File: config.mk
export PLATFORM = sky130hd
export DESIGN_NAME = axi_lite_write_queue
export DESIGN_NICKNAME = d
export VERILOG_FILES = /design/src/rtl/axi_lite_write_queue.sv
export SDC_FILE = /design/constraint.sdc
export NUM_CORES = 1
export LEC_CHECK = 0
export BUFFER_PORTS_ARGS = -buffer_cell sky130_fd_sc_hd__buf_4
export CORE_MARGIN = 1.5
export CORE_UTILIZATION = 66
export DETAILED_ROUTE_END_ITERATION = 10
export GPL_TIMING_DRIVEN = 0
export HOLD_SLACK_MARGIN = 0.1
export PLACE_DENSITY = 0.89
export SLEW_MARGIN = 20
export SYNTH_ARGS = -nofsm -noshare
export SYNTH_HDL_FRONTEND = slang
export SYNTH_SLANG_ARGS = --single-unit
File: constraint.sdc
create_clock -name aclk -period 18.09 [get_ports aclk]
set_input_delay 4.5225 -clock aclk [delete_from_list [all_inputs] [get_ports aclk]]
set_output_delay 4.5225 -clock aclk [all_outputs]
set_load 0.01 [all_outputs]
File: src/rtl/axi_lite_write_queue.sv
`default_nettype none
// ============================================================================
// Module   : axi_lite_write_queue
// Brief    : Command FIFO and one-at-a-time write sequencer feeding the
//            AXI4-Lite write master core, with failure counting and timeout.
// Revision : 1.0
// ============================================================================
module axi_lite_write_queue #(
    parameter int AXI_DATA_WIDTH = 32,
    parameter int AXI_ADDR_WIDTH = 32,
    parameter int FIFO_DEPTH     = 16,
    parameter int ERR_CNT_WIDTH  = 8,
    parameter int TIMEOUT_CYCLES = 1024
) (
    input  logic                          aclk,
    input  logic                          aresetn,
    input  logic [AXI_ADDR_WIDTH-1:0]     s_cmd_addr,
    input  logic [AXI_DATA_WIDTH-1:0]     s_cmd_data,
    input  logic [AXI_DATA_WIDTH/8-1:0]   s_cmd_strb,
    input  logic                          s_cmd_valid,
    output logic                          s_cmd_ready,
    output logic [AXI_ADDR_WIDTH-1:0]     m_waddr,
    output logic [AXI_DATA_WIDTH-1:0]     m_wdata,
    output logic [AXI_DATA_WIDTH/8-1:0]   m_wstrb,
    output logic                          m_write,
    input  logic                          m_busy,
    input  logic                          m_write_failure,
    output logic [$clog2(FIFO_DEPTH):0]   fifo_level,
    output logic                          idle_o,
    output logic [ERR_CNT_WIDTH-1:0]      err_count_o,
    output logic                          err_sticky_o,
    output logic                          timeout_o,
    input  logic                          err_clear_i
);

    localparam int STRB_W = AXI_DATA_WIDTH / 8;
    localparam int PTR_W  = $clog2(FIFO_DEPTH);
    localparam int LVL_W  = PTR_W + 1;
    localparam int ENT_W  = AXI_ADDR_WIDTH + AXI_DATA_WIDTH + STRB_W;
    localparam int TO_W   = (TIMEOUT_CYCLES > 1) ? $clog2(TIMEOUT_CYCLES + 1) : 1;

    localparam logic [LVL_W-1:0]         C_LVL_FULL = LVL_W'(FIFO_DEPTH);
    localparam logic [LVL_W-1:0]         C_LVL_ONE  = LVL_W'(1);
    localparam logic [PTR_W-1:0]         C_PTR_ONE  = PTR_W'(1);
    localparam logic [TO_W-1:0]          C_TO_MAX   = TO_W'(TIMEOUT_CYCLES);
    localparam logic [TO_W-1:0]          C_TO_LAST  = TO_W'(TIMEOUT_CYCLES - 1);
    localparam logic [TO_W-1:0]          C_TO_ONE   = TO_W'(1);
    localparam logic [ERR_CNT_WIDTH-1:0] C_ERR_MAX  = '1;
    localparam logic [ERR_CNT_WIDTH-1:0] C_ERR_ONE  = ERR_CNT_WIDTH'(1);

    typedef enum logic [1:0] {
        ST_IDLE  = 2'd0,
        ST_GUARD = 2'd1,
        ST_WAIT  = 2'd2
    } state_t;

    state_t                   r_state;
    state_t                   w_state_nxt;
    logic [ENT_W-1:0]         r_mem [FIFO_DEPTH];
    logic [PTR_W-1:0]         r_wr_ptr;
    logic [PTR_W-1:0]         r_rd_ptr;
    logic [TO_W-1:0]          r_to_cnt;
    logic                     w_push;
    logic                     w_pop;
    logic                     w_empty;
    logic [ERR_CNT_WIDTH-1:0] w_err_base;
    logic [ERR_CNT_WIDTH-1:0] w_err_nxt;

    assign w_empty     = (fifo_level == '0);
    assign s_cmd_ready = (fifo_level != C_LVL_FULL);
    assign w_push      = s_cmd_valid && s_cmd_ready;

    always_comb begin
        w_state_nxt = r_state;
        w_pop       = 1'b0;
        case (r_state)
            ST_IDLE: begin
                if (!w_empty && !m_busy) begin
                    w_pop       = 1'b1;
                    w_state_nxt = ST_GUARD;
                end
            end
            // The core raises busy one cycle after the strobe, so busy is not sampled here.
            ST_GUARD: w_state_nxt = ST_WAIT;
            ST_WAIT: begin
                if (!m_busy) begin
                    w_state_nxt = ST_IDLE;
                end
            end
            default: w_state_nxt = ST_IDLE;
        endcase
    end

    always_ff @(posedge aclk) begin
        if (w_push) begin
            r_mem[r_wr_ptr] <= {s_cmd_addr, s_cmd_data, s_cmd_strb};
        end
    end

    always_ff @(posedge aclk or negedge aresetn) begin
        if (!aresetn) begin
            r_state    <= ST_IDLE;
            r_wr_ptr   <= '0;
            r_rd_ptr   <= '0;
            fifo_level <= '0;
            m_write    <= 1'b0;
            m_waddr    <= '0;
            m_wdata    <= '0;
            m_wstrb    <= '0;
            idle_o     <= 1'b1;
        end else begin
            r_state <= w_state_nxt;
            m_write <= w_pop;
            idle_o  <= (r_state == ST_IDLE) && w_empty && !m_busy;
            if (w_push) begin
                r_wr_ptr <= r_wr_ptr + C_PTR_ONE;
            end
            if (w_pop) begin
                r_rd_ptr                     <= r_rd_ptr + C_PTR_ONE;
                {m_waddr, m_wdata, m_wstrb}  <= r_mem[r_rd_ptr];
            end
            case ({w_push, w_pop})
                2'b10:   fifo_level <= fifo_level + C_LVL_ONE;
                2'b01:   fifo_level <= fifo_level - C_LVL_ONE;
                default: fifo_level <= fifo_level;
            endcase
        end
    end

    // A failure coinciding with a clear counts against the freshly cleared value.
    always_comb begin
        w_err_base = err_clear_i ? '0 : err_count_o;
        w_err_nxt  = w_err_base;
        if (m_write_failure && (w_err_base != C_ERR_MAX)) begin
            w_err_nxt = w_err_base + C_ERR_ONE;
        end
    end

    always_ff @(posedge aclk or negedge aresetn) begin
        if (!aresetn) begin
            err_count_o  <= '0;
            err_sticky_o <= 1'b0;
            r_to_cnt     <= '0;
            timeout_o    <= 1'b0;
        end else begin
            err_count_o  <= w_err_nxt;
            err_sticky_o <= m_write_failure || (err_sticky_o && !err_clear_i);
            if (w_pop) begin
                r_to_cnt <= '0;
            end else if ((r_state != ST_IDLE) && (r_to_cnt != C_TO_MAX)) begin
                r_to_cnt <= r_to_cnt + C_TO_ONE;
            end
            if ((TIMEOUT_CYCLES != 0) && (r_state != ST_IDLE) && (r_to_cnt == C_TO_LAST)) begin
                timeout_o <= 1'b1;
            end else if (err_clear_i) begin
                timeout_o <= 1'b0;
            end
        end
    end

endmodule
`default_nettype wire

Yosys cells after proc, flatten, opt, wreduce, memory -nomap -nowiden
Memories as Yosys holds them, arrays and structs flattened. A register that Yosys moved wholly into a read port is not among the register bits.
Cells that the tools add are included.
{"block": "totals", "regBits": 38, "latchBits": 0, "ramBits": 1088, "romBits": 0, "input_bits": 74, "out_inout_bits": 86, "elab_cells": 61, "n_memories": 1}
{"block": "op_classes", "add_sub_neg": 6, "multipliers": 0, "n_div": 0, "n_lt_le_gt_ge": 0, "eq_ne": 10, "n_shift": 0, "muxes": 14, "bitwise_logic": 0, "reduce_logical": 20}
{"memory": "r_mem", "words": 16, "width": 68, "read_ports": 1, "rd_clocked_by_memory_dff": 1, "wr": 1, "line": "59", "source": "logic [ENT_W-1:0] r_mem [FIFO_DEPTH];"}
{"cell": "11-bit two-way mux", "count": 2}
{"cell": "8-bit two-way mux", "count": 2}
{"cell": "11-bit by 1-bit adder with 11-bit output, second input constant", "count": 1}
{"cell": "11-bit by 10-bit equality test with 1-bit output, second input constant", "count": 1}
{"cell": "11-bit != test, second input constant", "count": 1}
{"cell": "5-bit one-hot mux with 2 select lines", "count": 1}
{"cell": "4-bit by 1-bit adder with 4-bit output, second input constant", "count": 2}
{"cell": "8-bit by 1-bit adder with 8-bit output, second input constant", "count": 1}
{"cell": "1-bit logical AND", "count": 8}
{"cell": "8-bit != test, second input constant", "count": 1}
{"cell": "2-bit nonzero test", "count": 4}
{"cell": "1-bit two-way mux", "count": 6}
{"cell": "2-bit one-hot mux with 3 select lines", "count": 1}
{"cell": "5-bit by 1-bit adder with 5-bit output, second input constant", "count": 1}
{"cell": "5-bit zero test", "count": 1}
{"cell": "5-bit != test, second input constant", "count": 1}
{"cell": "5-bit by 1-bit subtractor with 5-bit output, second input constant", "count": 1}
{"cell": "2-bit by 1-bit equality test with 1-bit output, second input constant", "count": 2}
{"cell": "2-bit equality test, second input constant", "count": 2}
{"cell": "1-bit zero test", "count": 4}
{"cell": "2-bit two-way mux", "count": 2}
{"cell": "2-bit != test, second input constant", "count": 2}
{"cell": "2-bit zero test", "count": 1}
{"cell": "2-bit AND reduction", "count": 1}
{"cell": "1-bit logical OR", "count": 1}

Depth between registers and ports, before layout
{"block": "logic_depth", "ltp_word": 7, "mapped_depth": 14, "depth_no_buf": 10}

Least setup slack after synthesis
No wires, ideal clock.
{"block": "synth_timing", "path_type": "input to register", "startpoint": "input s_cmd_valid", "endpoint": "memory r_mem[3][0] in the netlist's numbering, enable pin", "setup_ns": 0.577, "arrival_ns": 9.813, "t_required_ns": 17.513, "setup_slack_ns": 7.700, "stages": 3, "n_path_buf": 0, "path_cell_list": "a21boi_1 -> nand2_1 -> nor3_1"}
{"block": "synth_between", "elab_chain_len": 3}
{"element": "start: declaration", "line": "20", "source": "input logic s_cmd_valid,"}
{"element": "1-bit logical AND", "line": "71", "source": "assign w_push = s_cmd_valid && s_cmd_ready;"}
{"element": "1-bit two-way mux", "line": "95", "source": "if (w_push) begin"}
{"element": "1-bit two-way mux (implied by the code)", "line": "96", "source": "r_mem[r_wr_ptr] <= {s_cmd_addr, s_cmd_data, s_cmd_strb};"}
{"element": "end: declaration", "line": "59"}
Every way passes these cells.

Final worst setup path
{"block": "layout_timing", "startpoint": "input m_busy", "endpoint": "register fifo_level[4]"}
{"block": "layout_between", "elab_chain_len": 6, "word_cells_on_any_way": 8, "cone_classes": "eq/ne (2); mux (3); reduce/logical (3)"}
{"element": "start: declaration", "line": "26", "source": "input logic m_busy,"}
{"element": "1-bit zero test *", "line": "78", "source": "if (!w_empty && !m_busy) begin"}
{"element": "1-bit logical AND *", "line": "78"}
{"element": "1-bit two-way mux *", "line": "78"}
{"element": "1-bit two-way mux *", "line": "76", "source": "case (r_state)"}
{"element": "net w_pop", "line": "64", "source": "logic w_pop;"}
{"element": "2-bit by 1-bit equality test with 1-bit output or 2-bit equality test (tied branches)", "line": "122", "source": "case ({w_push, w_pop})"}
{"element": "5-bit one-hot mux with 2 select lines or 2-bit nonzero test (tied branches)"}
{"element": "end signal: assignment", "line": "123", "source": "2'b10: fifo_level <= fifo_level + C_LVL_ONE;"}
{"element": "end signal: assignment", "line": "124", "source": "2'b01: fifo_level <= fifo_level - C_LVL_ONE;"}
{"element": "end signal: assignment", "line": "125", "source": "default: fifo_level <= fifo_level;"}
{"element": "end: declaration", "line": "28", "source": "output logic [$clog2(FIFO_DEPTH):0] fifo_level,"}
The timed path passes the listed nets; every way through them passes the cells marked *.
A chain may end at the register's enable or synchronous reset.

==> results.cfg <==
[status]
status = completed

[routing]
finalWirelength_microns = 135000
drc = 0
viasPerCell = 7.77
ant_nets = 0
drtPass1Iterations = 6
wire_per_inst_microns = 39.9
vias = 26300
dr.first_iter.drc_count = 4762

[global_route]
track_usage_pct = 39.1
grt_max_degree = 76
grt_first_pass_wirelength_microns = 191000
overflow = 0
antenna_found_initial = 10
grt_pass1_vias = 26300

[critical_path]
crit_type = primary input to register
cp.required_ns = 18.65
path_delay_family = buffers and inverters
arrival_ns = 8.00
slowest_stage = buf_2
slowest_delay_ns = 0.44
cp-start-kind = primary input
path_buf_inv = 5
worstPathMaxFanout = 12
cp_cell_sequence = buf_4 > nor3_1 > o21ai_4 > inv_2 > buf_2 > buf_2 > ha_1 > clkbuf_1 > xor2_1 > ha_1 > o211a_1 > or4_1 > nand3_1 > nor3b_1
worstSetupEndpointType = register

[synthesis]
syn_area_sq_um = 45300
synth_area_leader_cell = edfxtp_1
netlist_instances = 2059
postSynthAreaPerCell_sq_um = 22.0
ys_types = 47
synth_top_area_share_pct = 72.1
yosys_warnings = 0
synth_area_leaders = edfxtp_1, mux4_2, dfrtp_1
ys_seq_area_share_pct = 78.0
synth_enable_flop_cells = 1088
synth_nets = 2145
ys.flop_type = edfxtp_1
ys_ff_latch = 1194
async_flop_share_pct = 8.88

[clock_tree]
holdBufCountCts = 0
clockBufferDepth = 3
cts_setup_buffers = 0
clk_latency_ns = 0.71
clkTransAtPathRegs_ns = 0.06
cts_resized = 0
cts_tree = yes
numClockSinks = 1194
root_buffer = clkbuf_16
cts.htree.levels = 3
cts_buffers = 111

[cells_and_area]
nFillCells = 2874
ff_latch_area_sq_um = 35300
num-nets-final = 2500
flow.area_growth_from_synthesis_pct = 16.6
multi_input_area_sq_um = 9510
drive_gt1_share_pct = 32.2
utilization_pct = 78.2
fin_area_sq_um = 52800

[timing]
setup-violations-final = 0
skew_ns = 0.0314
relSlewSlack_pct = 27.8
max_slew.worst_pin.slew_ns = 1.08
worst_slack_ns = 10.65
hold_viol_final = 0
maxSlewViolCount = 0
rsz0062_at_grt = false
finalCritPeriodShare_pct = 41.2
fmaxAchievable_ghz = 0.134
setup-tns-final_ns = 0
fin_crit_ns = 7.44

[floorplan]
die_height_microns = 265
fp.coreArea_sq_um = 67500
rows = 95
initial_core_util_pct = 67.1
pin_count = 160
die_w_microns = 265
dieArea_sq_um = 70200

[placement]
placed_area_sq_um = 49100
preCtsSetupSlack_ns = 10.08
place_hpwl_microns = 75600
io_buffers = 159
routabilityCongestion = 0.802

[power_and_ir_drop]
vdd_drop_max_mv = 0.108
power_density_nw_per_um2 = 164
power.leakage_uw = 0.0175

[job]
max-cap-violations = 0

[worst_hold_path]
holdCritPathClass = register to register
## state kept, by name, summed over array words and instances (netlist names)
name,cells
r_mem,1088
m_waddr,32
m_wdata,32
r_to_cnt,11
err_count_o,8
fifo_level,5
m_wstrb,4
r_rd_ptr,4
r_wr_ptr,4
r_state,2
err_sticky_o,1
idle_o,1
m_write,1
timeout_o,1
## synth_stat cells (2+ instances only)
cell type	number
o31ai_1	4
dfrtp_1	105
a211o_1	21
nor3_1	7
clkbuf_1	43
xnor2_1	13
o22ai_1	94
nor2_1	20
or2_2	2
a22o_1	21
mux4_2	272
a21oi_1	74
ha_1	12
and3_1	2
nand2_1	29
nand2b_1	7
nand3b_1	2
nor3b_1	4
nand3_1	9
o21ai_0	9
inv_1	8
nor2b_1	26
or3_1	3
buf_1	12
nor4_1	6
a21o_1	3
nand4_1	5
mux2i_1	26
edfxtp_1	1088
xor2_1	3
buf_4	10
buf_2	54
or4_1	3
mux2_2	49
## final timing paths
kind | slack [ns] | depth (start not counted) | end | startpoint
max | 10.65 | 14 | fifo_level[4] | m_busy
min | 0.49 | 1 | err_sticky_o | err_sticky_o
max reg2reg | 13.96 | 14 | fifo_level[4] | fifo_level[2]
min reg2reg | 0.49 | 1 | err_sticky_o | err_sticky_o
max in group asynchronous | 13.56 | 2 | m_wdata[22] | aresetn
min in group asynchronous | 3.71 | 1 | m_wdata[8] | aresetn
## where the power goes
part | internal (uW) | leakage (uW) | switching [uW]
clock network | 1370 | 0.00179 | 1060
logic | 1110 | 0.00466 | 1560
registers | 3360 | 0.0111 | 182
## metal layers
layer	global-route usage, %	share of wire, %	routed length (microns)	vias up
met5	0	0.031	42	-
met4	21.9	6.6	8920	6
met3	9.25	14	19100	629
met2	61.7	48	64800	3171
met1	51.4	31	42300	13100
li1	-	-	-	9365
## cell families (layout without fill, tap and decap cells)
kind of cell / after synthesis / count (layout) / synth area share (%)
flops: 1194 / 1194 / 78.0
mux: 347 / 347 / 15.3
compound gates: 234 / 234 / 3.31
simple gates: 128 / 128 / 1.49
buf+inv: 128 / 572 / 1.29
xor+xnor: 16 / 16 / 0.309
fa+ha+maj: 12 / 12 / 0.331
other cells: 0 / 9 / 0
## per-stage QoR
stage / hold WS, ns / power, uW / std cells
floorplan: 0.456 / 5060 / 2059
global placement: 0.467 / 5790 / 3091
detailed placement: 0.478 / 6040 / 3174
CTS: 0.491 / 8570 / 3376
global route: 0.513 / 8800 / 3381
finish: 0.485 / 8650 / 3385
## layout make-up
class	instances	share of cell area, %
Antenna cell	9	0.0426
Buffer	119	1.04
Clock buffer	156	5.83
Clock inverter	46	1.16
Inverter	9	0.0640
Multi-Input combinational cell	737	18.0
Sequential cell	1194	66.9
Tap cell	873	2.07
Timing Repair Buffer	242	4.90
## cells in the final DEF, fill, tap and decap left out, drive strengths merged, types with 10 or more instances in the layout
cell and n:
edfxtp 1088, buf 318, mux4 272, clkbuf 199
dfrtp 105, o22ai 94, a21oi 74, mux2 49
nand2 29, nor2b 26, mux2i 26, clkinv 26
a211o 21, a22o 21, nor2 20, inv 14
xnor2 13, bufinv 13, ha 12, o21ai 10
Note: power is estimated with default switching activity, not from simulation.
